===== src/rtl/arb_pkg.sv =====
// Shared definitions for the round-robin decoder arbiter.
package arb_pkg;

    // FSM state encoding.
    typedef enum logic {
        StIdle  = 1'b0,
        StGrant = 1'b1
    } arb_state_e;

    // Default maximum hold time in cycles before a grant is forced off.
    localparam int unsigned HoldMaxDefault = 16;

    // Width of the hold counter; HOLD_MAX must fit below 2**CntWidth.
    localparam int unsigned CntWidth = 8;

endpackage


===== src/rtl/decoder_generic.sv =====
// Generic n-to-2**n enable-gated decoder. Output bit 0 is the MSB position.
module decoder_generic #(
    parameter int unsigned n = 4
) (
    input  logic [n-1:0]      w,
    input  logic              en,
    output logic [0:(2**n)-1] y
);

    // One-hot select of output w when enabled, all zeros otherwise.
    always_comb begin
        y = '0;
        if (en) begin
            y[w] = 1'b1;
        end
    end

endmodule


===== src/rtl/rr_decoder_arbiter_pick.sv =====
// Rotating priority encoder: first set request at or above ptr, wrapping.
module rr_pick #(
    parameter int unsigned n = 4
) (
    input  logic [0:(2**n)-1] req,
    input  logic [n-1:0]      ptr,
    output logic              any,
    output logic [n-1:0]      idx
);

    localparam int unsigned N = 2 ** n;

    logic [0:N-1] rot;
    logic [n-1:0] off;

    // Rotate so that position 0 of rot is requester ptr.
    always_comb begin
        rot = '0;
        for (int k = 0; k < N; k++) begin
            rot[k] = req[ptr + n'(k)];
        end
    end

    // Find the first set bit of the rotated vector, then un-rotate by ptr.
    always_comb begin
        any = 1'b0;
        off = '0;
        for (int k = N - 1; k >= 0; k--) begin
            if (rot[k]) begin
                any = 1'b1;
                off = n'(k);
            end
        end
        idx = ptr + off;
    end

endmodule


===== src/rtl/rr_decoder_arbiter.sv =====
// Round-robin arbiter with held, timeout-limited grants and a one-hot
// grant produced by decoder_generic from the registered winner index.
module rr_decoder_arbiter
    import arb_pkg::*;
#(
    parameter int unsigned n        = 4,
    parameter int unsigned HOLD_MAX = HoldMaxDefault
) (
    input  logic              clk,
    input  logic              rst,
    input  logic [0:(2**n)-1] req,
    input  logic              done,
    output logic [0:(2**n)-1] gnt,
    output logic [n-1:0]      gnt_idx,
    output logic              gnt_valid,
    output logic              timeout
);

    localparam logic [CntWidth-1:0] HoldLast = CntWidth'(HOLD_MAX - 1);

    arb_state_e          state_q;
    logic [n-1:0]        ptr_q;
    logic [CntWidth-1:0] hold_cnt_q;
    logic [n-1:0]        gnt_idx_q;
    logic                gnt_valid_q;
    logic                timeout_q;

    logic                pick_any;
    logic [n-1:0]        pick_idx;
    logic                rel_done;
    logic                rel_withdraw;
    logic                rel_force;

    rr_pick #(
        .n(n)
    ) u_pick (
        .req(req),
        .ptr(ptr_q),
        .any(pick_any),
        .idx(pick_idx)
    );

    // Release causes in priority order; a forced release only when neither
    // normal release applies, so timeout never fires alongside done.
    always_comb begin
        rel_done     = done;
        rel_withdraw = !done && !req[gnt_idx_q];
        rel_force    = !done && req[gnt_idx_q] && (hold_cnt_q == HoldLast);
    end

    // Arbitration FSM with registered index, valid and timeout outputs.
    always_ff @(posedge clk) begin
        if (rst) begin
            state_q     <= StIdle;
            ptr_q       <= '0;
            hold_cnt_q  <= '0;
            gnt_idx_q   <= '0;
            gnt_valid_q <= 1'b0;
            timeout_q   <= 1'b0;
        end else begin
            timeout_q <= 1'b0;
            case (state_q)
                StIdle: begin
                    if (pick_any) begin
                        gnt_idx_q   <= pick_idx;
                        gnt_valid_q <= 1'b1;
                        hold_cnt_q  <= '0;
                        state_q     <= StGrant;
                    end
                end
                StGrant: begin
                    if (rel_done || rel_withdraw || rel_force) begin
                        // Counter is cleared rather than advanced past HOLD_MAX-1.
                        hold_cnt_q  <= '0;
                        ptr_q       <= gnt_idx_q + 1'b1;
                        gnt_valid_q <= 1'b0;
                        timeout_q   <= rel_force;
                        state_q     <= StIdle;
                    end else begin
                        hold_cnt_q <= hold_cnt_q + 1'b1;
                    end
                end
                default: begin
                    state_q <= StIdle;
                end
            endcase
        end
    end

    decoder_generic #(
        .n(n)
    ) u_dec (
        .w(gnt_idx_q),
        .en(gnt_valid_q),
        .y(gnt)
    );

    assign gnt_idx   = gnt_idx_q;
    assign gnt_valid = gnt_valid_q;
    assign timeout   = timeout_q;

endmodule

===== config.mk =====
export PLATFORM = sky130hd
export DESIGN_NAME = rr_decoder_arbiter
export DESIGN_NICKNAME = d
export VERILOG_FILES = /design/src/rtl/arb_pkg.sv /design/src/rtl/decoder_generic.sv /design/src/rtl/rr_decoder_arbiter_pick.sv /design/src/rtl/rr_decoder_arbiter.sv
export SDC_FILE = /design/constraint.sdc
export NUM_CORES = 1
export LEC_CHECK = 0
export ABC_CLOCK_PERIOD_IN_PS = 4900
export BUFFER_PORTS_ARGS = -buffer_cell sky130_fd_sc_hd__clkbuf_2
export CORE_ASPECT_RATIO = 1.4
export CORE_MARGIN = 2
export CORE_UTILIZATION = 40
export DETAILED_ROUTE_END_ITERATION = 10
export PLACE_DENSITY_LB_ADDON = 0.3
export SKIP_LAST_GASP = 1
export SLEW_MARGIN = 10
export SYNTH_ARGS = -nofsm -noshare
export SYNTH_HDL_FRONTEND = slang
export SYNTH_SLANG_ARGS = --single-unit

===== constraint.sdc =====
create_clock -name clk -period 4.9 [get_ports clk]
set_input_delay 0 -clock clk [delete_from_list [all_inputs] [get_ports clk]]
set_output_delay 0 -clock clk [all_outputs]
set_load 0.02 [all_outputs]

## Word-level counts from Yosys, hierarchy flattened

Index checks and enable logic that the tools add are counted.

- Bits in read-only memories: 0
- Register bits after elaboration: 19
- Word-level logic and storage cells: 171
- Memories kept: 0
- Bits in writable memories: 0
- Latch bits: 0

- Multipliers: 0
- Eq/ne operators: 3
- $add $sub $neg: 18
- Divide/modulo/power cells: 0
- Shifts and indexed selects: 0
- Order comparisons: 18
- Reduce and logical (&&, ||, !) cells: 12
- Mux-type cells: 95
- Bitwise operators: 19

Operators with widths:

| kind | number |
|---|---|
| >= comparator 5 bit, second input constant | 17 |
| NOT 4 -> 5 bit | 17 |
| binary-select mux 1 bit (select 4 bit) | 17 |
| two-way mux 4 bit | 16 |
| two-way mux 1 bit | 55 |
| adder 4 bit, second input constant | 8 |
| adder 4 x 3 -> 4 bit, second input constant | 4 |
| two-way mux 16 bit | 1 |
| two-way mux 8 bit | 2 |
| case mux 8 bit (2 select lines) | 1 |
| adder 4 x 1 -> 4 bit, second input constant | 2 |
| adder 4 x 2 -> 4 bit, second input constant | 2 |
| adder 8 x 1 -> 8 bit, second input constant | 1 |
| == test 8 x 4 -> 1 bit, second input constant | 1 |
| AND reduction 2 bit | 3 |
| less-than comparator 5 x 1 -> 1 bit, second input constant | 1 |
| adder 4 bit | 1 |
| demux 1 bit (select 4 bit) | 1 |
| logical AND 1 bit | 4 |
| case mux 1 bit (2 select lines) | 2 |
| OR reduction 3 bit | 1 |
| logical NOT 1 bit | 2 |
| logical OR 1 bit | 2 |
| != test 2 x 1 -> 1 bit, second input constant | 1 |
| other kinds (2) | 3 |

## Longest topological paths before layout

- Depth after elaboration: 23
- Gate-level depth with buffers: 18
- Mapped depth without buffers: 15

## Cells and area by module

From an unflattened synthesis, not the netlist that was laid out.

- Cell total of the unflattened synthesis: 256
- Area, all modules: 2474.9 um^2

By module, submodules not included:

| module | area each (um^2) | cells each | instances |
|---|---|---|---|
| rr_pick | 1330.0 | 120 | 1 |
| rr_decoder_arbiter | 1024.7 | 113 | 1 |
| decoder_generic | 120.1 | 23 | 1 |

## Least setup slack after synthesis

No wires, ideal clock.

- Path type: register to register
- Start point: reg ptr_q[1]
- End point: reg gnt_idx_q[3] (netlist: gnt_idx[3])
- Path buffers: 2
- Path slack: 0.547 ns
- Required time: 4.821 ns
- Cell stages (with the launch flop): 18
- Arrival: 4.274 ns
- Setup time: 0.079 ns
- Path through: dfxtp_1 -> clkbuf_1 -> inv_1 -> ha_1 -> buf_2 -> mux4_2 -> mux2_2 -> mux2i_1 -> o211ai_1 -> a211o_1 -> a211oi_1 -> o31a_1 -> ha_1 -> a21o_1 -> a21oi_1 -> xnor2_1 -> xnor2_1 -> a211oi_2

- Word-level cells in the longest chain between the ends: 22

Ends and longest elaborated chain:

| what | RTL line | RTL |
|---|---|---|
| start: declaration | rr_decoder_arbiter.sv:22 | `logic [n-1:0] ptr_q;` |
| start signal: assignment | rr_decoder_arbiter.sv:75 | `ptr_q <= gnt_idx_q + 1'b1;` |
| adder 4 bit | rr_decoder_arbiter_pick.sv:20 | `rot[k] = req[ptr + n'(k)];` |
| NOT 4 -> 5 bit (implied by the code) | rr_decoder_arbiter_pick.sv:20 |  |
| binary-select mux 1 bit (select 4 bit) | rr_decoder_arbiter_pick.sv:20 |  |
| two-way mux 1 bit (implied by the code) (2 in series) | rr_decoder_arbiter_pick.sv:20 |  |
| two-way mux 4 bit / two-way mux 1 bit (equally long branches) (16 in series) | rr_decoder_arbiter_pick.sv:29 | `if (rot[k]) begin` |
| adder 4 bit / AND reduction 2 bit (equally long branches) | n/a |  |
| end signal: assignment | rr_decoder_arbiter.sv:65 | `gnt_idx_q <= pick_idx;` |
| end: declaration | rr_decoder_arbiter.sv:24 | `logic [n-1:0] gnt_idx_q;` |

Parallel ways exist; a longest one is shown, timed or not. The select of a mux whose other input is x is not followed.
A chain may end at the register's enable or synchronous reset.

## Worst setup path after layout

Ends and elaborated chain as after synthesis.

==> reports/metrics.csv <==
stage,metric,value,unit
cts,tritoncts,built,
synth,synthFlopType,dfxtp_1,
synth,synthArstFlopShare,0,%
sta,finClkSkew,0.00278,ns
global_routing,grt_max_degree,26,
worst_setup_path,arrival,4.31,ns
worst_setup_path,crit_slowest_cell,mux4_2,
sta,post-route-period-util,84.3,%
power_and_ir_drop,leakagePower,1.08,nW
global_routing,antenna_found_initial,0,
cts,clock_latency,0.26,ns
synth,yosys_warnings,0,
synth,yosys.area.top_type,mux4_2,
power_and_ir_drop,ir_drop,0.267,mV
synth,syn_area,2560,µm²
power_and_ir_drop,seq_power_share,19.1,%
floorplan,core_area,6210,µm²
sta,rsz0062_at_grt,false,
worst_setup_path,end_kind,flip-flop,
synth,yosysUniqueCellTypes,49,
placement,hpwl,4860,µm
sta,layout_setup_ws,0.770,ns
worst_setup_path,path_class,flip-flop to flip-flop,
worst_setup_path,crit_buf_inv,1,
synth,synth_compound_area_share,10.9,%
placement,dp_cells,345,
sta,setup_viol,0,
cts,htreeDepth,1,
sta,hold_viol_final,0,
sta,relSlewSlack,39.7,%
routing,drtAntennaViolNets,0,
worst_setup_path,max_stage_delay,0.58,ns
worst_setup_path,path_max_fanout,8,
final_layout,final_nets,313,
sta,slew_viol_final,0,
synth,ys_seq_elements,19,
cts,root_buffer,clkbuf_8,
global_routing,grt_pass1_vias,2084,
synth,synth.yosys.seq_area_share,14.9,%
synth,avgSynthCellArea,10.4,µm²
hold_path,min_path_type,input port to flip-flop,
placement,dp_slack,0.762,ns
synth,synthAdderAreaFrac,8.12,%
routing,wl,6220,µm
sta,tightest_slew,0.898,ns
cts,clock-sinks,19,
synth,muxShareOfSynthArea,37.9,%
sta,hold_slack,0.108,ns
power_and_ir_drop,p_sw,0.000585,W
routing,vias,2225,
floorplan,io_pins,41,
power_and_ir_drop,swShare,45.8,%
power_and_ir_drop,cellPowerDensity,455,nW/µm²
worst_setup_path,crit_chain,inv_1 > ha_1 > mux4_2 > mux2_2 > mux2i_1 > o211ai_1 > a211o_1 > a211oi_1 > o31a_1 > ha_1 > a21o_1 > a21oi_1 > xnor2_1 > xnor2_1 > a211oi_2,
floorplan,die-area,7060,µm²
placement,port_buffers,40,
synth,synth_xor_area_share,4.79,%
power_and_ir_drop,p_comb_share,72.4,%
final_layout,nFillCells,601,
final_layout,multi_input_area,2050,µm²
power_and_ir_drop,clkPwrFrac,8.5,%
final_layout,num_antenna_cells,0,
routing,firstDrtPassIters,4,
routing,viasPerCell,6.38,
run,maxCapViolations,0,
synth,yosys.area_share.simple,18.2,%
outcome,status,finished clean,
cts,clk_path_buf_depth,2,
global_routing,grt_pass1_wl,10500,µm
sta,finalCriticalPeriod,4.13,ns
floorplan,die_width,71.6,µm
synth,synth_edf_count,0,
worst_setup_path,required,5.08,ns
synth,synth_top_family_by_area,multiplexers,
global_routing,grt.overflow.total,0,
sta,finalSetupTns,0,ns
final_layout,final_layout_size_suffix_gt1_share,28.9,%
routing,wl_per_cell,17.8,µm
synth,synth_nets,282,
cts,path_clk_slew,0.07,ns
final_layout,layout.cells.non_filler,349,
global_routing,track_usage,18.4,%
routing,drcViolationCount,0,
worst_setup_path,cp-start-kind,flip-flop,
synth,syn_inst,247,
cts,post_cts_buffers,0,
power_and_ir_drop,cellInternalPower,0.000692,W
final_layout,layout.area.seq,380,µm²
sta,fmax,0.242,GHz
final_layout,area_growth_syn_to_layout,9.68,%
synth,synth_area_leaders,"mux4_2, dfxtp_1, mux4_1, ha_1, and2_1",
routing,drt_iter0_drc,107,
floorplan,initial_core_util,41.2,%
cts,post_cts_resized,0,
synth,synth_top_area_share,21.1,%
floorplan,num_rows,34,
worst_setup_path,cp_top_family,compound AO/OA/AOI/OAI gates,
cts,numCtsBuffers,3,
floorplan,die_height,98.6,µm
cts,hold_buffers,0,
placement,gp_congestion,0.874,
-- metrics by stage --
step / cell area (µm²) / utilization [%] / total power [W]
after floorplan: 2560 / - / 0.000981
after global placement: 2760 / 44.5 / 0.00115
after global routing: 2810 / 45.2 / 0.00138
after detailed placement: 2760 / 44.5 / 0.00117
final: 2810 / 45.2 / 0.00128
after CTS: 2810 / 45.2 / 0.00128
-- worst register-to-register path, cell delays in order, from the launching register on --
cell and delay, ns:
dfxtp_1 0.33, inv_1 0.11, ha_1 0.51, mux4_2 0.58
mux2_2 0.30, mux2i_1 0.23, o211ai_1 0.14, a211o_1 0.30
a211oi_1 0.27, o31a_1 0.22, ha_1 0.25, a21o_1 0.18
a21oi_1 0.17, xnor2_1 0.09, xnor2_1 0.17, a211oi_2 0.21
-- power groups by stage --
stage	logic (W)	registers (W)	clock network [W]
2_1_floorplan	0.000757	0.000224	0
3_3_place_gp	0.000901	0.000247	0
3_5_place_dp	0.000919	0.000248	0
4_1_cts	0.000925	0.000245	0.000110
5_1_grt	0.00101	0.000252	0.000119
6_report	0.000924	0.000244	0.000109
-- cells in the final DEF, fill, tap and decap left out, types with 3 or more instances in the layout --
| cell type | n |
|---|---|
| clkbuf_2 | 40 |
| mux4_2 | 24 |
| nor2_1 | 20 |
| dfxtp_1 | 19 |
| and2_1 | 16 |
| a21oi_1 | 15 |
| ha_1 | 15 |
| nand3_1 | 12 |
| mux4_1 | 11 |
| nand2_1 | 11 |
| xnor2_1 | 10 |
| inv_1 | 8 |
| mux2i_1 | 7 |
| mux2_2 | 5 |
| a31oi_1 | 5 |
| xor2_1 | 4 |
| a211oi_1 | 4 |
| nand3b_1 | 4 |
| a21boi_0 | 3 |
| nor3b_1 | 3 |
| and3_1 | 3 |
| nor3_1 | 3 |
| o21ai_0 | 3 |
| clkbuf_8 | 3 |
-- metal layers --
metal / global-route usage (%) / vias up / wire (µm)
li1: - / 1024 / -
met1: 24.1 / 1123 / 2560
met2: 33.3 / 71 / 3350
met3: 1.12 / 7 / 255
met4: 3.92 / 0 / 57
met5: 0 / - / 0
-- final cells by class --
cell class	count	share of cell area, %
multi-input cells	204	72.9
inverters	8	1.07
repair buffers	42	7.67
well taps	72	3.21
clock buffers	4	1.60
flip-flops and latches	19	13.6
-- state kept, by name, indices dropped and copies added (netlist names) --
register    count
timeout         1
ptr_q           4
state_q         1
gnt_idx         4
hold_cnt_q      8
gnt_valid       1
-- kinds of logic after synthesis --
kind of cell | Yosys count
AND/OR/NAND/NOR | 84
multiplexers | 48
XOR/XNOR | 14
AO/OA/AOI/OAI | 42
buffers and inverters | 24
adder cells (fa/ha/maj) | 16
flip-flops | 19
-- synth_stat cells (all sizes together) (6+ instances only) --
cell and instances:
a21oi 15, and2 16, buf 9, clkbuf 7
dfxtp 19, ha 15, inv 8, mux2 6
mux2i 7, mux4 35, nand2 11, nand3 12
nor2 20, xnor2 10
-- final timing paths --
path	startpoint	endpoint	slack (ns)	cells past startpoint
setup / recovery	ptr_q[1]	gnt_idx[3]	0.77	15
hold / removal	done	timeout	0.11	4
setup reg to reg	ptr_q[1]	gnt_idx[3]	0.77	15
hold reg to reg	hold_cnt_q[0]	hold_cnt_q[0]	0.52	2
(Power assumes the default switching activity.)
